===== src/rtl/simple_alu_issue_arb.sv =====
// ---------------------------------------------------------------------------
// simple_alu_issue_arb
// Two-slot round-robin arbiter and two-stage sequencer for the shared
// integer ALU. S0 (issue register) holds the granted op and drives the
// combinational ALU inputs. S1 (result register) captures the ALU result
// and presents it to writeback under a valid/ready handshake. Sustains one
// op per cycle with no bubbles.
//
// Ports:
//   clk_i, rst_i          clock, synchronous active-high reset
//   flush_i               kills every in-flight op (no accept that cycle)
//   a_* / b_*             issue slot request packets, valid/ready handshake
//   alu_*_o               operands/opcode to the ALU, forced to 0 when S0 empty
//   alu_rd_i, alu_exc_i   combinational ALU result and exception
//   wb_*                  writeback packet (result, exc, tag, source slot)
//   busy_o                S0 or S1 holds a valid op
//   stat_*_o              accept/stall counters
//
// Build option: define SIMPLE_ALU_ARB_STATS_EN to implement the statistics
// counters; otherwise stat_*_o are tied to 0.
// ---------------------------------------------------------------------------
module simple_alu_issue_arb #(
   parameter int TAG_W = 6
) (
   input  logic             clk_i,
   input  logic             rst_i,
   input  logic             flush_i,
   input  logic             a_valid_i,
   input  logic             b_valid_i,
   output logic             a_ready_o,
   output logic             b_ready_o,
   input  logic [63:0]      a_rs1_i,
   input  logic [63:0]      b_rs1_i,
   input  logic [63:0]      a_rs2_i,
   input  logic [63:0]      b_rs2_i,
   input  logic [5:0]       a_opcode_i,
   input  logic [5:0]       b_opcode_i,
   input  logic [6:0]       a_op_func_i,
   input  logic [6:0]       b_op_func_i,
   input  logic [15:0]      a_mem_func_i,
   input  logic [15:0]      b_mem_func_i,
   input  logic [TAG_W-1:0] a_tag_i,
   input  logic [TAG_W-1:0] b_tag_i,
   output logic [63:0]      alu_rs1_o,
   output logic [63:0]      alu_rs2_o,
   output logic [5:0]       alu_opcode_o,
   output logic [6:0]       alu_op_func_o,
   output logic [15:0]      alu_mem_func_o,
   input  logic [63:0]      alu_rd_i,
   input  logic             alu_exc_i,
   output logic             wb_valid_o,
   input  logic             wb_ready_i,
   output logic [63:0]      wb_rd_o,
   output logic             wb_exc_o,
   output logic [TAG_W-1:0] wb_tag_o,
   output logic             wb_src_o,
   output logic             busy_o,
   output logic [31:0]      stat_a_o,
   output logic [31:0]      stat_b_o,
   output logic [31:0]      stat_stall_o
);

   logic             vld_p0, vld_p1;
   logic             last_b;         // 1: slot B was granted most recently
   logic [63:0]      rs1_p0, rs2_p0;
   logic [5:0]       opcode_p0;
   logic [6:0]       op_func_p0;
   logic [15:0]      mem_func_p0;
   logic [TAG_W-1:0] tag_p0;
   logic             src_p0;
   logic [63:0]      rd_p1;
   logic             exc_p1;
   logic [TAG_W-1:0] tag_p1;
   logic             src_p1;

   logic s1_load, s0_free, a_acc, b_acc, any_acc;

   assign s1_load = vld_p0 & (!vld_p1 | wb_ready_i);
   assign s0_free = !vld_p0 | s1_load;

   // Each ready looks only at the other slot's valid, so the two readies are
   // mutually exclusive whenever both slots request.
   assign a_ready_o = s0_free & !flush_i & !rst_i & (!b_valid_i | last_b);
   assign b_ready_o = s0_free & !flush_i & !rst_i & (!a_valid_i | !last_b);
   assign a_acc     = a_valid_i & a_ready_o;
   assign b_acc     = b_valid_i & b_ready_o;
   assign any_acc   = a_acc | b_acc;

   always_ff @(posedge clk_i) begin
      if (rst_i) begin
         vld_p0 <= 1'b0;
         vld_p1 <= 1'b0;
         last_b <= 1'b1;
      end else if (flush_i) begin
         vld_p0 <= 1'b0;
         vld_p1 <= 1'b0;
      end else begin
         if (s1_load)         vld_p1 <= 1'b1;
         else if (wb_ready_i) vld_p1 <= 1'b0;
         if (any_acc)         vld_p0 <= 1'b1;
         else if (s1_load)    vld_p0 <= 1'b0;
         if (a_acc)           last_b <= 1'b0;
         else if (b_acc)      last_b <= 1'b1;
      end
   end

   // Stage p0: issue register, loaded from the granted slot
   always_ff @(posedge clk_i) begin
      if (rst_i) begin
         rs1_p0      <= '0;
         rs2_p0      <= '0;
         opcode_p0   <= '0;
         op_func_p0  <= '0;
         mem_func_p0 <= '0;
         tag_p0      <= '0;
         src_p0      <= 1'b0;
      end else if (a_acc) begin
         rs1_p0      <= a_rs1_i;
         rs2_p0      <= a_rs2_i;
         opcode_p0   <= a_opcode_i;
         op_func_p0  <= a_op_func_i;
         mem_func_p0 <= a_mem_func_i;
         tag_p0      <= a_tag_i;
         src_p0      <= 1'b0;
      end else if (b_acc) begin
         rs1_p0      <= b_rs1_i;
         rs2_p0      <= b_rs2_i;
         opcode_p0   <= b_opcode_i;
         op_func_p0  <= b_op_func_i;
         mem_func_p0 <= b_mem_func_i;
         tag_p0      <= b_tag_i;
         src_p0      <= 1'b1;
      end
   end

   // Stage p1: result register, captures the ALU output as S0 advances
   always_ff @(posedge clk_i) begin
      if (rst_i) begin
         rd_p1  <= '0;
         exc_p1 <= 1'b0;
         tag_p1 <= '0;
         src_p1 <= 1'b0;
      end else if (s1_load) begin
         rd_p1  <= alu_rd_i;
         exc_p1 <= alu_exc_i;
         tag_p1 <= tag_p0;
         src_p1 <= src_p0;
      end
   end

   // Payload may be stale after a flush, so outputs are gated by valid.
   assign alu_rs1_o      = vld_p0 ? rs1_p0      : '0;
   assign alu_rs2_o      = vld_p0 ? rs2_p0      : '0;
   assign alu_opcode_o   = vld_p0 ? opcode_p0   : '0;
   assign alu_op_func_o  = vld_p0 ? op_func_p0  : '0;
   assign alu_mem_func_o = vld_p0 ? mem_func_p0 : '0;

   assign wb_valid_o = vld_p1;
   assign wb_rd_o    = vld_p1 ? rd_p1  : '0;
   assign wb_exc_o   = vld_p1 & exc_p1;
   assign wb_tag_o   = vld_p1 ? tag_p1 : '0;
   assign wb_src_o   = vld_p1 & src_p1;
   assign busy_o     = vld_p0 | vld_p1;

`ifdef SIMPLE_ALU_ARB_STATS_EN
   logic [31:0] cnt_a, cnt_b, cnt_stall;

   // Counters survive flush; only reset clears them.
   always_ff @(posedge clk_i) begin
      if (rst_i) begin
         cnt_a     <= '0;
         cnt_b     <= '0;
         cnt_stall <= '0;
      end else begin
         if (a_acc)                cnt_a     <= cnt_a + 32'd1;
         if (b_acc)                cnt_b     <= cnt_b + 32'd1;
         if (vld_p1 & !wb_ready_i) cnt_stall <= cnt_stall + 32'd1;
      end
   end

   assign stat_a_o     = cnt_a;
   assign stat_b_o     = cnt_b;
   assign stat_stall_o = cnt_stall;
`else
   assign stat_a_o     = '0;
   assign stat_b_o     = '0;
   assign stat_stall_o = '0;
`endif

endmodule

===== config.mk =====
export PLATFORM = sky130hd
export DESIGN_NAME = simple_alu_issue_arb
export DESIGN_NICKNAME = d
export VERILOG_FILES = /design/src/rtl/simple_alu_issue_arb.sv
export SDC_FILE = /design/constraint.sdc
export NUM_CORES = 1
export LEC_CHECK = 0
export CAP_MARGIN = 20
export CORE_AREA = 2 2 280 282
export CTS_CLUSTER_SIZE = 28
export DETAILED_ROUTE_END_ITERATION = 10
export DIE_AREA = 0 0 282 284
export GPL_TIMING_DRIVEN = 0
export PLACE_DENSITY_LB_ADDON = 0.2
export RECOVER_POWER = 25
export SYNTH_ARGS = -nofsm -noshare
export SYNTH_HDL_FRONTEND = slang
export SYNTH_SLANG_ARGS = --single-unit
export TNS_END_PERCENT = 5

===== constraint.sdc =====
create_clock -name clk_i -period 6.3 [get_ports clk_i]
set_input_delay 1.89 -clock clk_i [delete_from_list [all_inputs] [get_ports clk_i]]
set_output_delay 1.89 -clock clk_i [all_outputs]
set_load 0.005 [all_outputs]

# Word level (Yosys, flattened, before mapping)

Cells that the tools add are included.
W data, S select, Z words.

Register bits: 239
Latch bits: 0
RAM bits: 0
Memory bits (read-only): 0
Bits of input ports: 397
Memories: 0

Add/sub/neg operators: 0
Multipliers: 0
Div/mod/pow operators: 0
Magnitude comparators: 0
Equality and inequality tests: 0
Shift operators: 0
Mux-type cells: 25
Bitwise logic cells: 16
Reductions and logical operators: 13

Operators with widths:

| operator           | count |
|---|---|
| $mux W64           | 7 |
| $mux W16           | 3 |
| $mux W6            | 6 |
| $mux W7            | 3 |
| $and A1 B1 Y1      | 9 |
| $logic_not A1 Y1   | 7 |
| $mux W1            | 6 |
| $or A1 B1 Y1       | 6 |
| $reduce_bool A2 Y1 | 3 |
| $reduce_or A2 Y1   | 2 |
| $reduce_and A2 Y1  | 1 |
| $not A1 Y1         | 1 |

# Longest topological paths before layout

Depth in word-level cells: 10
Mapped depth: 8

# Worst setup path after synthesis

No wires, ideal clock.

Path type: input -> output
Start: input wb_ready_i
End: output b_ready_o
Arrival: 2282 ps
Setup slack: 2128 ps
Cell stages on the path: 2
Path buffers: 0
Cell sequence: nand3b_1 and3_1

Cells in the longest elaborated chain, start to end: 6

RTL lines:

| element                     | RTL line | source |
|---|---|---|
| from (decl)                 | 52       | `input logic wb_ready_i,` |
| $or A1 B1 Y1                | 78       | `assign s1_load = vld_p0 & (!vld_p1 \| wb_ready_i);` |
| $and A1 B1 Y1               | 78       |  |
| $or A1 B1 Y1                | 79       | `assign s0_free = !vld_p0 \| s1_load;` |
| $and A1 B1 Y1 (3 in series) | 84       | `assign b_ready_o = s0_free & !flush_i & !rst_i & (!a_valid_i \| !last_b);` |
| to (decl)                   | 31       | `output logic b_ready_o,` |

Every way passes these cells.

# Worst setup path in the final report

Start: input rst_i
End: output b_ready_o

Cells in the longest elaborated chain, start to end: 3

RTL lines:

| element                     | RTL line | source |
|---|---|---|
| from (decl)                 | 26       | `input logic rst_i,` |
| $logic_not A1 Y1            | 84       |  |
| $and A1 B1 Y1 (2 in series) | 84       |  |

Every way passes these cells.

==> summary.md <==
| Metric | Value |
|---|---|
| Synth cell count leaders | `310 x nand2_1, 239 x dfxtp_1, 237 x a21oi_1` |
| Switch Pwr | `around 1.2 mW` |
| Htree depth | `2` |
| Vias in the first global route | `14070` |
| RSZ-0062 raised after global routing | `false` |
| Rel. slew slack | `0.2675` |
| Hold_ws | `between 0.4 and 0.5 ns` |
| Yosys warns | `0` |
| Final Power | `4.381 mW` |
| Port-buffer cells | `629` |
| I/O pin count | `a little over 700` |
| Cts bufs inserted | `34` |
| Synth top area cells | `dfxtp_1 39%, and2_1 12%, a21oi_1 9.7%` |
| Status | `completed` |
| Die Area | `80090 µm²` |
| Avg WL per Cell | `between 15 and 20 µm` |
| WL final | `approximately 66 mm` |
| CP Max Fanout | `5` |
| CTS sink cnt | `roughly 240` |
| CTS Root Cell | `clkbuf_16` |
| Critical path endpoint category | `primary output` |
| Site Rows | `about 100` |
| Internal power | `between 3 and 4 mW` |
| Switching Fraction | `0.2671` |
| Worst Skew | `0.01507 ns` |
| Postcts setup bufs | `0` |
| Largest net degree at the start of global routing | `12` |
| WS Path Type | `in2out` |
| Total grt overflow | `0` |
| Mean Syn Cell Area | `between 7 and 8 µm²` |
| Leading area contributor after synthesis | `dfxtp_1` |
| Drt via density | `3.978` |
| Initial Util | `0.1581` |
| Dominant synthesized flop cell | `dfxtp_1` |
| Gate Count Post-Synth | `1596` |
| Ys async rst share | `0` |
| Final ANT Viol Nets | `0` |
| Antenna violations before repair | `13` |
| Post-CTS Resized | `0` |
| CTS Hold Bufs | `0` |
| Max clock buf depth | `3` |
| Total number of vias | `about 14000` |
| Worst setup SP type | `input pin` |
| Number of flops mapped to enable cells by yosys | `0` |
| Yosys cell types | `26` |
| Maximum clock rate | `0.1819 GHz` |
| Final worst-path cycle share | `0.8725` |
| Sequential Power Share | `0.375` |
| Post-layout net count | `2755` |
| Seq/Total Area, Yosys | `0.3931` |
| Die Wd | `282 µm` |
| DRT Pass-1 Iters | `5` |
| Routability cong. | `0.8693` |
| DRC Markers | `0` |
| Worst Hold Class | `reg2reg` |
| Setup violators final | `0` |
| CTS tree | `built` |
| Yosys reg bits | `approximately 240` |
| Post-synth top area share | `0.3931` |
| Fin crit period | `~5.5 ns` |
| Post-DP HPWL | `53.12 mm` |
| Required @ worst endpoint | `between 4 and 5 ns` |
| Finished layout cell area | `21290 µm²` |
| Area after DPL | `20170 µm²` |
| Clock latency on the worst-skew pair | `roughly 0.53 ns` |
| Syn Std Cell Area | `12170 µm²` |
| Core Area | `76960 µm²` |
| Syn-to-layout area delta | `74.94%` |
| Initial DRC count | `540` |
| Final hold vios | `0` |
| Number of max-cap violations | `0` |
| CTS clock-pin slew for the worst setup and hold paths | `roughly 0.06 ns` |
| CP Data Arrival Time | `3.61 ns` |
| Final Max Tran Viols | `0` |
| Proportion of layout cells with a drive suffix above 1 | `0.09916` |
| Clk pwr share | `0.445` |
| Sum Neg Setup Slack | `0 ns` |
| Lkg Pwr | `8.290 nW` |
| Most frequent cell after synthesis | `nand2_1` |
| Max IR drop VDD | `0.0001370 V` |
| Pwr/cell area | `about 210 nW/µm²` |
| Worst-Margin Slew | `1.099 ns` |
| Global Route Usage Sum | `0.1590` |
| First-pass GRT wire length | `94.61 mm` |
| Combinational share of power | `0.180` |
| Die Ht | `approximately 280 µm` |
| Fill count | `8415` |
## sequential cells by signal, summed over array words and instances, names as in the netlist
| name | flops |
|---|---|
| rs2_p0 | 64 |
| src_p1 | 1 |
| last_b | 1 |
| rs1_p0 | 64 |
| rd_p1 | 64 |
| tag_p0 | 6 |
| src_p0 | 1 |
| op_func_p0 | 7 |
| exc_p1 | 1 |
| vld_p0 | 1 |
| opcode_p0 | 6 |
| wb_valid_o | 1 |
| mem_func_p0 | 16 |
| tag_p1 | 6 |
## layout by cell type, fill, tap and decap left out, drive strengths merged, types with 2 or more instances in the layout
cell type,n
a211oi,163
a21oi,237
and2,230
and3,2
buf,128
clkbuf,160
clkdlybuf4s50,625
clkinv,4
conb,96
dfxtp,239
diode,7
dlygate4sd3,4
inv,3
nand2,310
nand2b,2
nand4,2
nor2,165
or2,2
## metrics by stage
stage	util	setup WS (ns)	instances
final	0.2767	0.8032	3427
after global placement	0.2615	0.9021	3360
after detailed placement	0.2621	0.8916	3362
after CTS	0.2765	0.8817	3420
after global routing	0.2765	0.6713	3422
after floorplan	-	2.128	1691
## final cells by class
class / instances / area [µm²] / area share
inverters: 2 / 7.507 / 0.0003526
multi-input cells: 1216 / 6404 / 0.3008
flip-flops and latches: 239 / 4785 / 0.2247
well taps: 1040 / 1301 / 0.06112
clock buffers: 52 / 1052 / 0.04942
plain buffers: 234 / 1326 / 0.06229
diodes: 7 / 17.52 / 0.0008228
clock inverters: 6 / 58.81 / 0.002762
repair buffers: 631 / 6339 / 0.2977
## power groups by stage
stage / Clock (mW) / Combinational [mW] / Sequential (mW)
2_1_floorplan: 0 / 0.356 / 1.66
3_3_place_gp: 0 / 0.786 / 1.67
3_5_place_dp: 0 / 0.794 / 1.68
4_1_cts: 2.03 / 0.799 / 1.64
5_1_grt: 2.08 / 0.862 / 1.65
6_report: 1.95 / 0.788 / 1.64
## final timing paths
check	from	end	slack (ns)	cells past startpoint
max	rst_i	b_ready_o	0.80	4
max reg2reg	vld_p0	rs2_p0[48]	3.14	8
min reg2reg	rd_p1[47]	rd_p1[47]	0.45	2
min	rd_p1[47]	rd_p1[47]	0.45	2
## metal layers
layer | vias up | GRT usage | wire length [µm] | part of all wire
li1 | 6634 | - | - | -
met2 | 475 | 0.2841 | 33260 | 0.50
met3 | 85 | 0.04553 | 5184 | 0.078
met5 | - | 0 | 50 | 0.00075
met1 | 6430 | 0.1810 | 25940 | 0.39
met4 | 8 | 0.04827 | 1800 | 0.027
## cell families (layout without fill, tap and decap cells)
logic type,count (synthesis),in the layout,share of synthesized area
AOI/OAI and AO/OA,401,401,0.2234
buffers and inverters,236,925,0.1100
DFF,239,239,0.3931
other,1,103,0.0003081
and+or+nand+nor,719,719,0.2732
## worst max-delay path, stage by stage
cell	delay, ns
dlygate4sd3_1	0.61
nor2_1	0.24
and3_1	0.30
clkdlybuf4s50_1	0.57
Power figures use the tool's default switching activity.
